## config.mk

```make
export PLATFORM = sky130hd
export DESIGN_NAME = spi_slv
export DESIGN_NICKNAME = d
export VERILOG_FILES = /design/src/rtl/spi_pkg.sv /design/src/rtl/spi_slv_sync.sv /design/src/rtl/spi_slv.sv
export SDC_FILE = /design/constraint.sdc
export NUM_CORES = 1
export LEC_CHECK = 0
export CORE_MARGIN = 10
export CORE_UTILIZATION = 25
export CTS_CLUSTER_DIAMETER = 150
export DETAILED_ROUTE_END_ITERATION = 10
export SYNTH_ARGS = -nofsm -noshare
export SYNTH_HDL_FRONTEND = slang
export SYNTH_SLANG_ARGS = --single-unit
```

## constraint.sdc

```tcl
create_clock -name clk -period 3.25 [get_ports clk]
set_input_delay 0.65 -clock clk [delete_from_list [all_inputs] [get_ports clk]]
set_output_delay 0.65 -clock clk [all_outputs]
set_load 0.005 [all_outputs]
```

## src/rtl/spi_pkg.sv

```systemverilog
// Shared types, constants and helpers for the SPI slave.
// Pure declarations: no logic, no latency, no backpressure.
// Word-length encoding is common to the master and the slave.
package spi_pkg;

    typedef enum logic {
        IDLE,
        ACTIVE
    } t_spi_slv_st;

    localparam logic [1:0] SPI_WD_LEN_8  = 2'b00;
    localparam logic [1:0] SPI_WD_LEN_16 = 2'b01;
    localparam logic [1:0] SPI_WD_LEN_24 = 2'b10;
    localparam logic [1:0] SPI_WD_LEN_32 = 2'b11;

    typedef struct packed {
        logic       cpol;
        logic       cpha;
        logic [1:0] wd_len;
    } t_spi_slv_cfg;

    function automatic logic [5:0] spi_wd_bits(input logic [1:0] len);
        return {1'b0, len, 3'b000} + 6'd8;
    endfunction

endpackage

```

## src/rtl/spi_slv_sync.sv

```systemverilog
// Pin synchroniser for csn/sclk/mosi plus sclk leading/trailing and csn edge pulses.
// Latency: SYNC_STG clk cycles from pin to csn_s/mosi_s; edge pulses are combinational on top.
// Backpressure: none, free-running.
module spi_slv_sync #(
    parameter int SYNC_STG = 2
) (
    input  logic clk,
    input  logic rst_n,
    input  logic spi_csn,
    input  logic spi_clk,
    input  logic spi_mosi,
    input  logic cpol,
    output logic csn_s,
    output logic mosi_s,
    output logic lead_p,
    output logic trail_p,
    output logic csn_fall_p,
    output logic csn_rise_p
);

    logic [SYNC_STG-1:0] csn_sync_q, csn_sync_d;
    logic [SYNC_STG-1:0] sclk_sync_q, sclk_sync_d;
    logic [SYNC_STG-1:0] mosi_sync_q, mosi_sync_d;
    logic                sclk_prev_q, sclk_prev_d;
    logic                csn_prev_q, csn_prev_d;
    logic                sclk_s;

    always_comb begin
        csn_sync_d  = {csn_sync_q[SYNC_STG-2:0], spi_csn};
        sclk_sync_d = {sclk_sync_q[SYNC_STG-2:0], spi_clk};
        mosi_sync_d = {mosi_sync_q[SYNC_STG-2:0], spi_mosi};
        sclk_prev_d = sclk_s;
        csn_prev_d  = csn_s;
    end

    // Chains keep tracking the pins during reset so a frame already in
    // progress when reset lifts is not mistaken for a new csn fall.
    always_ff @(posedge clk) begin
        csn_sync_q  <= csn_sync_d;
        sclk_sync_q <= sclk_sync_d;
        mosi_sync_q <= mosi_sync_d;
        sclk_prev_q <= sclk_prev_d;
    end

    // csn_prev resets low: a fall only counts after csn has been seen high.
    always_ff @(posedge clk) begin
        if (!rst_n) begin
            csn_prev_q <= 1'b0;
        end else begin
            csn_prev_q <= csn_prev_d;
        end
    end

    assign csn_s      = csn_sync_q[SYNC_STG-1];
    assign sclk_s     = sclk_sync_q[SYNC_STG-1];
    assign mosi_s     = mosi_sync_q[SYNC_STG-1];
    assign lead_p     = (sclk_s != cpol) && (sclk_prev_q == cpol);
    assign trail_p    = (sclk_s == cpol) && (sclk_prev_q != cpol);
    assign csn_fall_p = !csn_s && csn_prev_q;
    assign csn_rise_p = csn_s && !csn_prev_q;

endmodule

```

## src/rtl/spi_slv.sv

```systemverilog
// SPI slave, all CPOL/CPHA modes, 8/16/24/32-bit MSB-first words; SPI_SLV_ERR_CNT_EN adds err_cnt/err_clr.
// Latency: rx_valid <= SYNC_STG+2 clk after the last sampling pin edge.
// Backpressure: one-word tx buffer (tx_ready = empty); an empty buffer at word start sends all-ones and pulses tx_udr.
module spi_slv
    import spi_pkg::*;
#(
    parameter int DW       = 32,
    parameter int SYNC_STG = 2
) (
    input  logic          clk,
    input  logic          rst_n,
    input  logic          spi_csn,
    input  logic          spi_clk,
    input  logic          spi_mosi,
    output logic          spi_miso,
    output logic          spi_miso_oe,
    input  logic          r_spi_cpol,
    input  logic          r_spi_cpha,
    input  logic [1:0]    r_wd_len,
    input  logic [DW-1:0] tx_data,
    input  logic          tx_valid,
    output logic          tx_ready,
    output logic [DW-1:0] rx_data,
    output logic          rx_valid,
    output logic          tx_udr,
    output logic          busy
`ifdef SPI_SLV_ERR_CNT_EN
    ,
    input  logic          err_clr,
    output logic [15:0]   err_cnt
`endif
);

    t_spi_slv_st   state_q, state_d;
    t_spi_slv_cfg  cfg_q, cfg_d;
    logic [4:0]    cnt_q, cnt_d;
    logic          hold_q, hold_d;
    logic          part_q, part_d;
    logic [DW-1:0] tx_sh_q, tx_sh_d;
    logic [DW-1:0] rx_sh_q, rx_sh_d;
    logic [DW-1:0] rx_data_q, rx_data_d;
    logic          rx_valid_q, rx_valid_d;
    logic          tx_udr_q, tx_udr_d;
    logic [DW-1:0] tx_buf_q, tx_buf_d;
    logic          tx_full_q, tx_full_d;

    logic csn_s, mosi_s, lead_p, trail_p, csn_fall_p, csn_rise_p;
    logic samp_p, shft_p, do_load, wr, abort;
    logic [5:0] ld_bits, sh_amt;

    spi_slv_sync #(.SYNC_STG(SYNC_STG)) u_sync (
        .clk       (clk),
        .rst_n     (rst_n),
        .spi_csn   (spi_csn),
        .spi_clk   (spi_clk),
        .spi_mosi  (spi_mosi),
        .cpol      (cfg_q.cpol),
        .csn_s     (csn_s),
        .mosi_s    (mosi_s),
        .lead_p    (lead_p),
        .trail_p   (trail_p),
        .csn_fall_p(csn_fall_p),
        .csn_rise_p(csn_rise_p)
    );

    assign samp_p  = cfg_q.cpha ? trail_p : lead_p;
    assign shft_p  = cfg_q.cpha ? lead_p : trail_p;
    assign wr      = tx_valid && !tx_full_q;
    assign ld_bits = (state_q == IDLE) ? spi_wd_bits(r_wd_len) : spi_wd_bits(cfg_q.wd_len);
    assign sh_amt  = 6'(DW) - ld_bits;

    always_comb begin
        state_d    = state_q;
        cfg_d      = cfg_q;
        cnt_d      = cnt_q;
        hold_d     = hold_q;
        part_d     = part_q;
        tx_sh_d    = tx_sh_q;
        rx_sh_d    = rx_sh_q;
        rx_data_d  = rx_data_q;
        rx_valid_d = 1'b0;
        tx_udr_d   = 1'b0;
        do_load    = 1'b0;
        abort      = 1'b0;

        case (state_q)
            IDLE: begin
                if (csn_fall_p) begin
                    state_d = ACTIVE;
                    cfg_d   = '{cpol: r_spi_cpol, cpha: r_spi_cpha, wd_len: r_wd_len};
                    cnt_d   = 5'(ld_bits - 6'd1);
                    hold_d  = r_spi_cpha;
                    part_d  = 1'b0;
                    rx_sh_d = '0;
                    do_load = 1'b1;
                end
            end
            default: begin
                if (csn_rise_p || csn_s) begin
                    state_d = IDLE;
                    abort   = part_q;
                end else begin
                    if (samp_p) begin
                        rx_sh_d = {rx_sh_q[DW-2:0], mosi_s};
                        part_d  = 1'b1;
                        if (cnt_q == 5'd0) begin
                            rx_data_d  = rx_sh_d;
                            rx_valid_d = 1'b1;
                            rx_sh_d    = '0;
                            part_d     = 1'b0;
                        end
                    end
                    // CPHA=1 first shift edge: bit len-1 is already on MISO.
                    if (shft_p) begin
                        if (hold_q) begin
                            hold_d = 1'b0;
                        end else if (cnt_q == 5'd0) begin
                            do_load = 1'b1;
                            cnt_d   = 5'(ld_bits - 6'd1);
                        end else begin
                            tx_sh_d = tx_sh_q << 1;
                            cnt_d   = cnt_q - 5'd1;
                        end
                    end
                end
            end
        endcase

        // Word load sees the buffer as it was before any write this cycle.
        if (do_load) begin
            if (tx_full_q) begin
                tx_sh_d = tx_buf_q << sh_amt;
            end else begin
                tx_sh_d  = '1;
                tx_udr_d = 1'b1;
            end
        end

        tx_buf_d  = wr ? tx_data : tx_buf_q;
        tx_full_d = wr ? 1'b1 : (do_load ? 1'b0 : tx_full_q);
    end

    always_ff @(posedge clk) begin
        if (!rst_n) begin
            state_q    <= IDLE;
            cfg_q      <= '0;
            cnt_q      <= '0;
            hold_q     <= 1'b0;
            part_q     <= 1'b0;
            tx_sh_q    <= '0;
            rx_sh_q    <= '0;
            rx_data_q  <= '0;
            rx_valid_q <= 1'b0;
            tx_udr_q   <= 1'b0;
            tx_buf_q   <= '0;
            tx_full_q  <= 1'b0;
        end else begin
            state_q    <= state_d;
            cfg_q      <= cfg_d;
            cnt_q      <= cnt_d;
            hold_q     <= hold_d;
            part_q     <= part_d;
            tx_sh_q    <= tx_sh_d;
            rx_sh_q    <= rx_sh_d;
            rx_data_q  <= rx_data_d;
            rx_valid_q <= rx_valid_d;
            tx_udr_q   <= tx_udr_d;
            tx_buf_q   <= tx_buf_d;
            tx_full_q  <= tx_full_d;
        end
    end

    assign busy        = (state_q == ACTIVE);
    assign spi_miso_oe = (state_q == ACTIVE);
    assign spi_miso    = tx_sh_q[DW-1];
    assign tx_ready    = !tx_full_q;
    assign rx_data     = rx_data_q;
    assign rx_valid    = rx_valid_q;
    assign tx_udr      = tx_udr_q;

`ifdef SPI_SLV_ERR_CNT_EN
    logic [15:0] err_cnt_q, err_cnt_d;
    logic [16:0] err_sum;

    always_comb begin
        err_sum   = {1'b0, err_cnt_q} + {15'd0, tx_udr_d} + {15'd0, abort};
        err_cnt_d = err_clr ? 16'd0 : (err_sum[16] ? 16'hFFFF : err_sum[15:0]);
    end

    always_ff @(posedge clk) begin
        if (!rst_n) begin
            err_cnt_q <= 16'd0;
        end else begin
            err_cnt_q <= err_cnt_d;
        end
    end

    assign err_cnt = err_cnt_q;
`endif

endmodule
```

Word-level counts from Yosys, hierarchy flattened. Index checks and enable logic that the tools add are counted.

Register bits after elaboration: 149. Logic and storage cells: 97. Output and inout port bits: 38. Memories: 0. Bits in writable memories: 0. Input port bits: 42. Bits in latches: 0. Memory bits (read-only): 0.

Order comparisons: 0. Reduce and logical (&&, ||, !) cells: 22. Bitwise logic cells: 4. Multiply operators: 0. Add/sub/neg operators: 5. Shift-type cells: 1. Equality and inequality tests: 11. Muxes and demuxes: 36. Div/mod/pow operators: 0.

Operator list (count): two-way mux 32 bit (7); two-way mux 31 bit (5); left shift 32 x 6 -> 32 bit (1); two-way mux 5 bit (6); two-way mux 1 bit (17); adder 5 x 4 -> 6 bit, second input constant (2); subtractor 5 x 1 -> 5 bit, second input constant (2); != test 2 bit, second input constant (4); AND reduction 4 bit (2); nonzero test 2 bit (4); two-way mux 6 bit (1); != test 2 x 1 -> 1 bit, second input constant (3); AND reduction 3 bit (2); subtractor 6 bit, first input constant (1); logical AND 1 bit (5); logical NOT 5 bit (1); AND reduction 5 bit (1); NOT 1 bit (4); AND reduction 2 bit (2); OR reduction 4 bit (1); logical NOT 1 bit (3); == test 1 bit (2); != test 1 bit (2); logical OR 1 bit (1).

Logic depth before layout (Yosys ltp). Gate-level depths: netlist (run 1).

Depth in word-level cells: 8. Mapped depth: 9.

Hierarchy. From an unflattened synthesis (run 1), not the netlist that was laid out.

Cells, all modules: 741. Area total of the unflattened synthesis: 6735.2 sq um.

Modules (own cells, without submodules): spi_slv (sequential area each 2822.7 sq um, area an instance 6508.7 sq um, times used 1, cells an instance 726); spi_slv_sync (sequential area each 160.2 sq um, area an instance 226.5 sq um, times used 1, cells an instance 15).

Least setup slack after synthesis (run 1). OpenSTA, ideal clock, no wires.

Kind: register to register. From: register cnt_q[0]. To: register tx_sh_q[22]. Setup time: 0.123 ns. Data required time: 3.127 ns. Buffers on the path: 1. Arrival time: 2.244 ns. Clock period less this slack: 2.367 ns. Setup slack: 0.883 ns. Stages on the path, launching flop included: 9. Cells stage by stage: dfxtp_1 > inv_1 > ha_1 > or4b_4 > or3b_4 > o41a_1 > buf_6 > a221oi_1 > o2bb2ai_1.

Longest elaborated chain between the ends: 8. Elaborated cells on any way between the ends: 13. Those cells by class: eq/ne (3); mux (6); reduce/logical (4).

RTL lines: from (decl) (RTL line spi_slv.sv:36) `logic [4:0] cnt_q, cnt_d;`; from (signal assigned) (RTL line spi_slv.sv:160) `cnt_q <= cnt_d;`; logical NOT 5 bit (*) (RTL line spi_slv.sv:117) `end else if (cnt_q == 5'd0) begin`; two-way mux 1 bit (RTL line spi_slv.sv:117); two-way mux 1 bit (RTL line spi_slv.sv:115) `if (hold_q) begin`; two-way mux 1 bit (RTL line spi_slv.sv:114) `if (shft_p) begin`; two-way mux 1 bit (RTL line spi_slv.sv:99) `if (csn_rise_p || csn_s) begin`; two-way mux 1 bit (RTL line spi_slv.sv:86) `case (state_q)`; != test 2 bit (no line) (tied with other cells); AND reduction 5 bit (no line); to (signal assigned) (RTL line spi_slv.sv:163) `tx_sh_q <= tx_sh_d;`; to (decl) (RTL line spi_slv.sv:39) `logic [DW-1:0] tx_sh_q, tx_sh_d;`.

Every way passes the cells marked *; elsewhere a longest branch is shown, timed or not. A chain may end at the register's enable or synchronous reset.

Worst setup path after layout (run 1).
From: register cnt_q[0]. To: register tx_sh_q[21].

Same word-level chain as after synthesis.

==> results.toml, run 1 <==
[sta]
finalSetupViolCount = 0
max_slew_margin_pct = 44.8
maxClockFrequency_mhz = 385
maxSlewViolCount = 0
tightest_slew_ns = 0.828
tns_ns = 0
fin_crit_ns = 2.60
grt_setup_unrepaired = "false"
skew_ns = 0.00731
hold_violations = 0
fin_crit_sh_pct = 79.9

[global_routing]
grt_usage_pct = 10.4
overflow = 0
grt_pass1_wl_um = 26000
grt_pass1_vias = 4814
antenna_found_initial = 1
grt_max_degree = 107

[floorplan]
placeableCoreArea_um2 = 23500
ios = 80
die_w_um = 175
rows = 56
die_area_um2 = 30500
start_util_pct = 25.4
die_h_um = 175

[clock_tree]
path_clk_slew_ns = 0.06
cts_hold_buffers = 0
clock_sinks = 149
cts_max_path_buffers = 2
cts_setup_buffers = 0
cts-root-buf = "clkbuf_16"
cts_resized = 0
clk_latency_ns = 0.42
htreeDepth = 4
cts_tree = "done"
cts_buffers = 17

[logic_synthesis]
syn_area_per_cell_um2 = 8.55
netlist_top_cells_area = "dfxtp_1, nand2_1, a21oi_1"
synth_top_cell_area_share_pct = 50.0
synth.yosys.seq_area_share_pct = 50.0
syn-num-nets = 742
synth_edf_count = 0
synth_top_cell_by_area = "dfxtp_1"
synth-seq-cells = 149
synth-main-ff-cell = "dfxtp_1"
netlist_instances = 698
synth_warnings = 0
async_flop_share_pct = 0
synth_area_um2 = 5970
synth_cell_type_count = 45

[route]
drc_errors = 0
drt_iter0_markers = 474
wire_per_inst_um = 14.5
wl_um = 15800
dr.pass1.iters = 5
vias = 5048
ant_nets = 0
detail_route.vias_per_cell = 4.65

[power]
ir_worst_vdd_mv = 0.325
seq_power_share_pct = 46.8
power_frac_comb_pct = 7.4
p_switching_mw = 1.07
p_int_mw = 3.02
p_per_area_nw_per_um2 = 536
pwr-share-clk_pct = 45.8
swShare_pct = 26.2
power.leakage_nw = 2.56

[setup_path]
arrival_ns = 2.90
r2r_cells = 8
required_ns = 3.56
critPathKind = "reg -> reg"
regToRegSetupSlack_ns = 0.65
r2r-end = "tx_sh_q[21]$_SDFFE_PN0P_"
worstSetupStartpointType = "flip-flop"
cp_max_fo = 31
critPathLaunch = "cnt_q[0]$_SDFFE_PN0P_"
rr_startpoint = "cnt_q[0]$_SDFFE_PN0P_"
end_kind = "flip-flop"

[final_layout]
final_cell_mix = "nand2_1, dfxtp_1, a21oi_1"
area_growth_pct = 27.7
layout-drive-gt1-share_pct = 10.7
n_antenna_cell = 0
finalNonFillerCells = 1085
nets = 797
final_common_cell = "nand2_1"

[worst_hold_path]
hp-start = "u_sync.mosi_sync_q[0]$_DFF_P_"
min_path_type = "reg -> reg"
whs_path_depth = 0
whs_endpoint = "u_sync.mosi_sync_q[1]$_DFF_P_"

[flow_run]
cap_violations = 0

[place]
portBuffers = 79
dp_cells = 1053
gp_congestion = 0.788
dp_hpwl_um = 10200

[status]
outcome = "finished, final reports clean"
-- flip-flops by register name (all words and copies together) (netlist names) --
name	cells
tx_udr	1
rx_data	32
hold_q	1
tx_buf_q	32
cnt_q	5
tx_full_q	1
rx_valid	1
u_sync.sclk_sync_q	2
busy	1
tx_sh_q	32
u_sync.mosi_sync_q	2
rx_sh_q	31
cfg_q	4
u_sync.sclk_prev_q	1
u_sync.csn_prev_q	1
u_sync.csn_sync_q	2
-- layer usage --
| layer | part of all wire (%) | global-route usage (%) | routed length (um) |
|---|---|---|---|
| met5 | 0.082 | 0 | 13 |
| met4 | 1.3 | 3.81 | 200 |
| met3 | 3.0 | 2.34 | 481 |
| met2 | 48 | 16.6 | 7580 |
| met1 | 48 | 13.4 | 7500 |
-- synthesized netlist by cell type, drive strengths merged (4+ instances only) --
library cell and instances:
clkbuf 46, mux2 17, o2bb2ai 31, nand2b 5, a21oi 121, a221oi 8
nand3 32, inv 4, nor2 20, dfxtp 149, mux4 8, nand2 176
buf 10, o21ai 33, mux2i 4
-- area by class of cell --
type	instances	area [um2]
fill	2455	15900
inverter	4	15.0
tap	319	399
timing repair buffer	92	901
clock buffer	17	425
multi-input combinational	489	2760
sequential	149	2980
clock inverter	15	134
-- stage by stage --
| stage | instance area (um2) | hold slack, ns | total power, mW | setup WS, ns | utilization, % |
|---|---|---|---|---|---|
| final | 7620 | 0.330 | 4.09 | 0.654 | 32.5 |
| after global routing | 7620 | 0.345 | 4.24 | 0.468 | 32.5 |
| after CTS | 7620 | 0.331 | 4.14 | 0.636 | 32.5 |
| after detailed placement | 7060 | 0.313 | 2.26 | 0.491 | 30.1 |
| after global placement | 7060 | 0.315 | 2.26 | 0.579 | 30.1 |
| after floorplan | 5970 | 0.310 | 2.13 | 0.883 | - |
-- worst max path at each step --
stage	endpoint	slack (ns)	cells past startpoint
6_report	tx_sh_q[21]$_SDFFE_PN0P_	0.65	8
5_1_grt	tx_sh_q[21]$_SDFFE_PN0P_	0.47	8
4_1_cts	tx_sh_q[21]$_SDFFE_PN0P_	0.64	8
3_5_place_dp	tx_sh_q[21]$_SDFFE_PN0P_	0.49	5
3_3_place_gp	tx_sh_q[20]$_SDFFE_PN0P_	0.58	5
2_1_floorplan	tx_sh_q[22]$_SDFFE_PN0P_	0.88	8
-- power by group through the flow --
stage                     sequential (mW)  combinational, mW  clock (mW)
after floorplan                      1.93              0.197           0
after global placement               1.95              0.301           0
after detailed placement             1.95              0.303           0
after CTS                            1.91              0.305        1.92
after global routing                 1.92              0.334        1.98
final                                1.91              0.303        1.87
-- cell families after synthesis --
logic type	share of synthesized area [%]
AO/OA/AOI/OAI	20.9
XOR/XNOR	0.147
adder cells (fa/ha/maj)	0.419
buffers and inverters	4.00
flip-flops	50.0
multiplexers	6.90
AND/OR/NAND/NOR	17.7
-- worst max-delay path, stage by stage (launching register included) --
cell       delay (ns)
dfxtp_1          0.33
inv_1            0.10
ha_1             0.15
or4b_4           0.47
or3b_4           0.42
o41a_1           0.37
buf_4            0.24
a221oi_1         0.27
o2bb2ai_1        0.11
(Power assumes the default switching activity.)
==> inputs of run 2 (changes only) <==
clock period = 2.4 ns   (was 3.25 ns; I/O delays follow)
==> run 2 against run 1 <==
  * Clock power up 36%
  * Worst hold slack worse by 0.0016 ns
  * Die area unchanged
  * Cell count up 1.9%
  * Via count up 1.7%
  * Utilization up 1.5 points
  * Clock-buffer cell count unchanged
  * Global-route usage about the same
  * Total power up 37%
  * First-iteration DRC count down 22%
  * Critical endpoint is now tx_sh_q[26]$_SDFFE_PN0P_
  * Largest cell class unchanged
  * Largest power group unchanged
==> results.toml, run 2 (synthesis results as in run 1) <==
[sta]
skew_ns = 0.0133
grt_setup_unrepaired = "true"
tns_ns = 0
fin_worst_hold_slack_ns = 0.328
finalSetupViolCount = 0
maxSlewViolCount = 0
hold_violations = 0
maxClockFrequency_mhz = 432
fin_crit_ns = 2.31
tightest_slew_ns = 0.480
fin_crit_sh_pct = 96.4
max_slew_margin_pct = 67.7
fin_ws_ns = 0.0872

[route]
wl_um = 16000
vias = 5135
dr.pass1.iters = 5
drc_errors = 0
detail_route.vias_per_cell = 4.64
wire_per_inst_um = 14.5
ant_nets = 0
drt_iter0_markers = 372

[final_layout]
area_growth_pct = 33.6
seq_area_um2 = 2980
n_antenna_cell = 0
nets = 818
layout-drive-gt1-share_pct = 14.6
finish.utilization_pct = 34.0
final_cell_area_um2 = 7980
final_cell_mix = "nand2_1, dfxtp_1, a21oi_1"
nFillCells = 2426
final_common_cell = "nand2_1"
finalNonFillerCells = 1106
multi_input_area_um2 = 2830

[global_routing]
use_met1_pct = 13.1
grt_pass1_vias = 4969
antenna_found_initial = 0
grtUsageMet3_pct = 2.34
grt_usage_pct = 10.3
grt_busiest_layer = "met2"
grt_pass1_wl_um = 26000
grt_max_degree = 107
overflow = 0
met2_usage_pct = 16.4

[worst_hold_path]
min_path_type = "reg -> reg"

[power]
ir_worst_vdd_mv = 0.682
total_power_mw = 5.60
power.leakage_nw = 2.75
p_per_area_nw_per_um2 = 703

[clock_tree]
cts_buffers = 17
clock_sinks = 149
cts_tree = "done"
cts-root-buf = "clkbuf_16"
htreeDepth = 4
cts_hold_buffers = 0
path_clk_slew_ns = 0.06
cts_max_path_buffers = 2
clk_latency_ns = 0.41

[setup_path]
arrival_ns = 2.66
end_kind = "flip-flop"
worstSetupStartpointType = "flip-flop"
cp_max_fo = 8
required_ns = 2.74
critPathKind = "reg -> reg"
regToRegSetupSlack_ns = 0.09

[floorplan]
start_util_pct = 25.4
rows = 56
die_w_um = 175
ios = 80
die_h_um = 175
die_area_um2 = 30500
placeableCoreArea_um2 = 23500

[place]
dp_cells = 1069
dp_hpwl_um = 10400
place_ws_ns = -0.0416
portBuffers = 79
placed_area_um2 = 7260
gp_congestion = 0.777

[flow_run]
cap_violations = 0

[status]
outcome = "finished, final reports clean"
-- run 2: path summary, 6_finish.rpt --
kind,cells after the start,start,to
worst max-delay path,10,cnt_q[1]$_SDFFE_PN0P_,tx_sh_q[26]$_SDFFE_PN0P_
worst min-delay path,0,u_sync.sclk_sync_q[0]$_DFF_P_,u_sync.sclk_sync_q[1]$_DFF_P_
worst max register to register,10,cnt_q[1]$_SDFFE_PN0P_,tx_sh_q[26]$_SDFFE_PN0P_
worst min register to register,0,u_sync.sclk_sync_q[0]$_DFF_P_,u_sync.sclk_sync_q[1]$_DFF_P_
-- run 2: timing repair --
| action | 4_1_cts | 5_1_grt |
|---|---|---|
| pin swaps | 1 | 6 |
| gates resized for setup | 1 | 14 |
| setup endpoints to repair | 7 | 53 |
| cloned | 0 | 3 |
| hold endpoints to repair | 0 | 0 |
| setup buffers | 0 | 2 |
-- run 2: metal layers --
layer  vias to the layer above  routed length [um]
met2                       100                7780
met3                        13                 688
met1                      2434                7290
li1                       2588                   -
met4                         0                 284
met5                         -                   0
-- run 2: power by group --
group / leakage, nW / switching (mW) / internal, mW
logic: 1.27 / 0.242 / 0.227
registers: 1.21 / 0.0594 / 2.53
clock network: 0.274 / 1.09 / 1.45
total: 2.75 / 1.39 / 4.21
-- run 2: cell type report --
type / count / share of cell area, %
clock buffer: 17 / 5.33
clock inverter: 15 / 1.84
inverter: 4 / 0.188
multi-input combinational: 489 / 35.5
sequential: 149 / 37.4
tap: 319 / 5.00
timing repair buffer: 113 / 14.7
-- run 2: worst max-delay path: stages (launching register included) --
cell       delay [ns]
dfxtp_2          0.32
inv_2            0.06
ha_1             0.12
or4b_4           0.46
or3b_4           0.39
buf_4            0.16
o31ai_4          0.17
buf_6            0.17
clkbuf_16        0.16
o21ai_0          0.08
o2bb2ai_1        0.16
